File: config.mk
export PLATFORM = sky130hd
export DESIGN_NAME = pipeline_mem_arbiter
export DESIGN_NICKNAME = d
export VERILOG_FILES = /design/src/rtl/lc3b_types.sv /design/src/rtl/mux2.sv /design/src/rtl/pipeline_mem_arbiter.sv
export SDC_FILE = /design/constraint.sdc
export NUM_CORES = 1
export LEC_CHECK = 0
export CORE_AREA = 10 10 261 263
export CTS_CLUSTER_SIZE = 16
export DETAILED_ROUTE_END_ITERATION = 6
export DIE_AREA = 0 0 271 273
export PLACE_DENSITY = 0.41
export SYNTH_ARGS = -nofsm -noshare
export SYNTH_HDL_FRONTEND = slang
export SYNTH_SLANG_ARGS = --single-unit
File: constraint.sdc
create_clock -name clk -period 3.1 [get_ports clk]
set_clock_uncertainty 0.05 [all_clocks]
set_input_delay 0.62 -clock clk [delete_from_list [all_inputs] [get_ports clk]]
set_output_delay 0.62 -clock clk [all_outputs]
set_load 0.01 [all_outputs]
File: src/rtl/lc3b_types.sv
// ============================================================================
// Module      : lc3b_types (package)
// Description : Shared LC-3b datapath types used by the memory arbiter:
//               16-bit word, 128-bit cache line and the arbiter state enum.
// Revision    : 1.0 - initial release
// ============================================================================
`default_nettype none

package lc3b_types;

    typedef logic [15:0]  lc3b_word;
    typedef logic [127:0] lc3b_block;

    typedef enum logic [1:0] {
        IDLE    = 2'd0,
        SERVE_I = 2'd1,
        SERVE_D = 2'd2
    } arb_state_t;

endpackage

`default_nettype wire

File: src/rtl/mux2.sv
// ============================================================================
// Module      : mux2
// Description : Generic two-input multiplexer. o_f = i_sel ? i_b : i_a.
// Ports       : i_sel  - select
//               i_a    - input chosen when i_sel = 0
//               i_b    - input chosen when i_sel = 1
//               o_f    - selected output
// Revision    : 1.0 - initial release
// ============================================================================
`default_nettype none

module mux2 #(
    parameter int WIDTH = 16
) (
    input  logic             i_sel,
    input  logic [WIDTH-1:0] i_a,
    input  logic [WIDTH-1:0] i_b,
    output logic [WIDTH-1:0] o_f
);

    assign o_f = i_sel ? i_b : i_a;

endmodule

`default_nettype wire

File: src/rtl/pipeline_mem_arbiter.sv
// ============================================================================
// Module      : pipeline_mem_arbiter
// Description : Arbitrates one physical memory port between the instruction
//               cache (I-side, read only) and the data cache (D-side, read or
//               write). A request seen in IDLE is granted on the next edge;
//               the grant is held until pmem_resp or until the granted
//               requester drops its request, then one IDLE cycle follows.
// Ports       : clk, reset (synchronous, active high)
//               i_pmem_read/address  -> i_pmem_rdata/resp   (I-side)
//               d_pmem_read/write/address/wdata -> d_pmem_rdata/resp (D-side)
//               pmem_read/write/address/wdata  <- pmem_rdata/resp (memory)
// Config      : PMEM_ARB_ROUNDROBIN_EN - when defined, ties alternate using a
//               last-grant register (D wins the first tie after reset); when
//               undefined, D always wins a tie.
// Revision    : 1.0 - initial release
// ============================================================================
`default_nettype none

module pipeline_mem_arbiter
    import lc3b_types::*;
(
    input  logic      clk,
    input  logic      reset,

    input  logic      i_pmem_read,
    input  lc3b_word  i_pmem_address,
    output lc3b_block i_pmem_rdata,
    output logic      i_pmem_resp,

    input  logic      d_pmem_read,
    input  logic      d_pmem_write,
    input  lc3b_word  d_pmem_address,
    input  lc3b_block d_pmem_wdata,
    output lc3b_block d_pmem_rdata,
    output logic      d_pmem_resp,

    output logic      pmem_read,
    output logic      pmem_write,
    output lc3b_word  pmem_address,
    output lc3b_block pmem_wdata,
    input  lc3b_block pmem_rdata,
    input  logic      pmem_resp
);

    arb_state_t r_state;
    arb_state_t w_next_state;

    logic     w_i_req;
    logic     w_d_req;
    logic     w_tie_to_d;
    lc3b_word w_addr_i_or_zero;

    assign w_i_req = i_pmem_read;
    assign w_d_req = d_pmem_read | d_pmem_write;

`ifdef PMEM_ARB_ROUNDROBIN_EN
    // 1 = last grant went to D. Reset value 0 (I) so D takes the first tie.
    logic r_last_grant_d;

    always_ff @(posedge clk) begin
        if (reset) begin
            r_last_grant_d <= 1'b0;
        end else if (r_state == IDLE && w_next_state != IDLE) begin
            r_last_grant_d <= (w_next_state == SERVE_D);
        end
    end

    assign w_tie_to_d = ~r_last_grant_d;
`else
    assign w_tie_to_d = 1'b1;
`endif

    // ------------------------------------------------------------------------
    // State register
    // ------------------------------------------------------------------------
    always_ff @(posedge clk) begin
        if (reset) begin
            r_state <= IDLE;
        end else begin
            r_state <= w_next_state;
        end
    end

    // ------------------------------------------------------------------------
    // Next-state and strobe/response decode
    // ------------------------------------------------------------------------
    always_comb begin
        w_next_state = r_state;
        pmem_read    = 1'b0;
        pmem_write   = 1'b0;
        i_pmem_resp  = 1'b0;
        d_pmem_resp  = 1'b0;

        case (r_state)
            IDLE: begin
                // pmem_resp is deliberately not looked at here.
                if (w_i_req && w_d_req) begin
                    w_next_state = w_tie_to_d ? SERVE_D : SERVE_I;
                end else if (w_d_req) begin
                    w_next_state = SERVE_D;
                end else if (w_i_req) begin
                    w_next_state = SERVE_I;
                end
            end

            SERVE_I: begin
                pmem_read = i_pmem_read;
                if (!w_i_req) begin
                    // Requester abandoned the access: no response.
                    w_next_state = IDLE;
                end else if (pmem_resp) begin
                    i_pmem_resp  = 1'b1;
                    w_next_state = IDLE;
                end
            end

            SERVE_D: begin
                pmem_read  = d_pmem_read;
                pmem_write = d_pmem_write;
                if (!w_d_req) begin
                    w_next_state = IDLE;
                end else if (pmem_resp) begin
                    d_pmem_resp  = 1'b1;
                    w_next_state = IDLE;
                end
            end

            default: begin
                w_next_state = IDLE;
            end
        endcase
    end

    // ------------------------------------------------------------------------
    // Address / data paths. The I-side leg of the mux is forced to zero
    // outside SERVE_I so that IDLE presents address 0.
    // ------------------------------------------------------------------------
    assign w_addr_i_or_zero = (r_state == SERVE_I) ? i_pmem_address : '0;

    mux2 #(
        .WIDTH (16)
    ) u_addr_mux (
        .i_sel (r_state == SERVE_D),
        .i_a   (w_addr_i_or_zero),
        .i_b   (d_pmem_address),
        .o_f   (pmem_address)
    );

    assign pmem_wdata   = (r_state == SERVE_D) ? d_pmem_wdata : '0;

    assign i_pmem_rdata = pmem_rdata;
    assign d_pmem_rdata = pmem_rdata;

endmodule

`default_nettype wire

**Word level (Yosys, flattened, before mapping)**

Index checks and enable logic that the tools add are counted.

- Reductions and logical operators: 2
- Bitwise operators: 1
- Equality and inequality tests: 3
- Multiplexer cells: 17

Operators with widths:

| kind | number |
|---|---|
| $mux 128 | 1 |
| $mux 16 | 2 |
| $mux 2 | 6 |
| $mux 1 | 6 |
| $pmux 2 s3 | 1 |
| $ne 4x4->1 const B | 1 |
| $eq 2x1->1 const B | 1 |
| $eq 2x2->1 const B | 1 |
| $logic_not 2->1 | 1 |
| $pmux 1 s2 | 1 |
| $logic_and 1x1->1 | 1 |
| $or 1x1->1 | 1 |

- Output and inout port bits: 404
- Input bits: 294
- Logic and storage cells: 24
- Bits in registers: 2

**Longest topological paths before layout**

- Word-level depth: 4
- Gate-level depth with buffers: 6
- Depth with buffers taken out: 5

**Hierarchy**

A second synthesis with hierarchy kept.

- Cell total of the unflattened synthesis: 464
- Area, all modules: 3,395.8 µm²

Modules (own cells, without submodules):

| module | times used | area each (µm²) | cells each |
|---|---|---|---|
| pipeline_mem_arbiter | 1 | 3,146.8 | 446 |
| mux2 | 1 | 249.0 | 18 |

**Worst setup path before layout**

Ideal clock, no wire load.

- Kind: reg-to-output
- From: register r_state[0]
- To: output port pmem_address[10]
- Data arrival time: 1,302 ps
- Setup slack: 1,128 ps
- Stages on the path, launching flop included: 6
- Required time: 2,430 ps
- Cell sequence: dfxtp_1 -> inv_1 -> ha_1 -> nor2b_1 -> buf_2 -> a22o_1

- Word-level cells in the longest chain between the ends: 3

RTL lines:

| what | line | source |
|---|---|---|
| start, declared | pipeline_mem_arbiter.sv:45 | `arb_state_t r_state;` |
| start signal, assigned | pipeline_mem_arbiter.sv:80 | `r_state <= w_next_state;` |
| $eq 2x1->1 | pipeline_mem_arbiter.sv:138 | `assign w_addr_i_or_zero = (r_state == SERVE_I) ? i_pmem_address : '0;` |
| $mux 16 | pipeline_mem_arbiter.sv:138 |  |
| $mux 16 * | mux2.sv:21 | `assign o_f = i_sel ? i_b : i_a;` |
| end, declared | pipeline_mem_arbiter.sv:39 | `output lc3b_word pmem_address,` |

Every way passes the cells marked *; elsewhere a longest branch is shown, timed or not.

**Worst setup path after layout**

- From: register r_state[0]
- To: output port pmem_address[5]

The elaborated chain is that of the path after synthesis.

==> metrics <==
Synth Register Bits 2; share of layout cells above drive strength 1 2.61%; P_int 694 uW; top cells by area, synth buf_4, and2_1, a22o_1; Longest Clk Path Bufs 2; post-DP HPWL 21.6 mm; worst r2r src r_state[0]; CTS tree yes; clk slew on worst S/H paths 0.03 ns; Lkg Pwr 1.77 nW; Mapped Nets 749; Post-CTS Setup Bufs 0; post-synth cell types 22; gr ovfl total 0; die area 0.0740 mm^2; initial antenna violation count 15; unrepaired setup endpoints after global routing no; DR vias/cell 2.24; crit path capture type output pin; outcome completed; post-route cell area 0.00555 mm^2; Non-Filler Instances 1350; worst hold slack 0.745 ns; Setup crit start r_state[0]; TritonCTS Sinks 2; GR Util All Layers 5.83%; Largest regs r_state x2; Chip Width 271 um; cell taking the most area after synthesis buf_4; DR iter-0 viols 54; final wirelength 23.8 mm; Post-synth top flop dfxtp_1; number of flops mapped to enable cells by yosys 0; min cycle time layout 2.84 ns; Largest register FFs 2; Yosys warning count 0; Starting Density 5.08%; First-pass DRT Iterations 4; Setup TNS 0 ns; Comb power frac 78.2%; top cells by count, synth buf_4, and2_1, a22o_1, clkbuf_1, nand2_1; fmax 352 MHz; Antenna Nets Post-Route 0; worst reg2reg path endpoint r_state[0]; Ports 698; Mapped Cells 450; multi-input logic area 0.00115 mm^2; CP startpoint kind flop; Mapped Avg Cell Area 7.08 um^2; P_sw 332 uW; max-slew violation count 0; nets 800; cts bufs inserted 3; clk_lat worst skew 0.22 ns; Routability Congestion 0.862; most frequent cell after synthesis buf_4; Post-Syn Area 0.00318 mm^2; drt drc 0; Avg WL per Cell 17.7 um; final worst path period share 91.7%; Max-Cap Viols 0; Placed Cells incl. Taps 1342; largest net degree at the start of global routing 87; Yosys top cell area share 60.6%; Req. time, crit path 2.43 ns; H-tree depth 1; VDD IR max 0.305 mV; I/O Buffers 313; routed via count 3023; sequential area share after synthesis 1.26%; reg2reg setup slack 1.34 ns; Flop pwr share 3.1%; Data arrival, critical path 2.17 ns; Synth Area in XOR/XNOR 0%; Final setup viols 0; hold wc startpoint r_state[0]; worst hold path class reg2reg; Layout fillers 7305; hold buffer count at CTS 0; CP Max Fanout 10; # resized after CTS 0; Die Y 273 um; Synth Area in Compound Gates 5.97%; first-pass GRT wire length 30.1 mm; Core ar. 0.0627 mm^2; std cell rows 92; critical path class reg2out; multiplexer share of the synthesized area 0.354%; pwr/cell area 185 mW/mm^2; Post-Synth Simple-Gate Area 27.4%; Final Hold Fails 0; async set-reset flop share out of synthesis 0%; flip-flop and latch area 40.0 um^2; switching share of total power 32.3%; Area Growth Syn to Fin 74.4%; Post-Synth Adder-Cell Area 1.96%; Reg2Reg Depth 5; relative slew slack 77.1%; clock network fraction of total power 18.7%; Reg with most FFs r_state; Post-DP Area 0.00547 mm^2; largest family of logic cells by synthesized area buffers and inverters; vias in the first global route 3277; Worst Max-Slew Pin Slew 0.339 ns; CTS Root Cell clkbuf_16; Critical Path Sink pmem_address[5]
power by group through the flow:
stage	combinational (mW)	clock [mW]	sequential, mW
after global routing	0.866	0.199	0.0320
final	0.802	0.192	0.0313
after CTS	0.831	0.196	0.0314
after detailed placement	0.826	0	0.0318
after floorplan	0.581	0	0.0303
after global placement	0.830	0	0.0320
cells in the final DEF, fill, tap and decap left out, drive strengths merged:
master	synthesis	routed
nor4b	1	1
nor4	1	1
inv	4	4
clkdlybuf4s50	0	313
clkbuf	14	3
a211o	1	1
or4b	1	1
ha	5	5
a32o	1	1
and2	129	129
mux2	1	1
buf	259	6
a21boi	1	1
a211oi	1	1
dfxtp	2	2
nor2b	1	1
nand2	6	6
a22o	15	15
diode	0	5
nor2	3	3
o21ai	4	4
logic make-up after synthesis:
group                    after synthesis
buffers and inverters                277
AND/OR/NAND/NOR                      142
AO/OA/AOI/OAI                         23
adder cells (fa/ha/maj)                5
flip-flops                             2
multiplexers                           1
through the flow:
| stage | utilization [%] | power, mW | setup WS [ns] |
|---|---|---|---|
| 4_1_cts | 8.83 | 1.06 | 0.172 |
| 6_report | 8.85 | 1.03 | 0.256 |
| 5_1_grt | 8.84 | 1.10 | 0.112 |
| 3_5_place_dp | 8.71 | 0.857 | 0.336 |
| 2_1_floorplan | - | 0.611 | 1.13 |
| 3_3_place_gp | 8.71 | 0.862 | 0.354 |
area by class of cell:
| cell class | count | share of cell area [%] |
|---|---|---|
| clock buffers | 3 | 1.35 |
| repair buffers | 319 | 57.7 |
| diodes | 5 | 0.225 |
| flip-flops and latches | 2 | 0.721 |
| well taps | 846 | 19.1 |
| inverters | 4 | 0.270 |
| multi-input cells | 171 | 20.7 |
worst min-delay path by stage:
stage | endpoint | slack [ns] | depth (start not counted)
6_report | r_state[0] | 0.74 | 3
5_1_grt | r_state[0] | 0.78 | 3
4_1_cts | r_state[0] | 0.75 | 3
3_5_place_dp | r_state[0] | 0.74 | 3
3_3_place_gp | r_state[0] | 0.74 | 3
2_1_floorplan | r_state[0] | 0.59 | 3
layer usage:
metal / wire, um / share of wire, % / track usage [%]
met2: 9400 / 39 / 8.10
met3: 5960 / 25 / 7.22
met4: 704 / 3.0 / 1.88
met1: 7470 / 31 / 4.92
met5: 304 / 1.3 / 2.10
worst max-delay path, cell delays in order, from the launching register on:
cell             delay, ns
dfxtp_1               0.35
inv_1                 0.13
ha_1                  0.27
nor2b_1               0.24
buf_4                 0.24
a22o_1                0.15
clkdlybuf4s50_1       0.56
No activity file was read; power rests on OpenSTA's default activity.
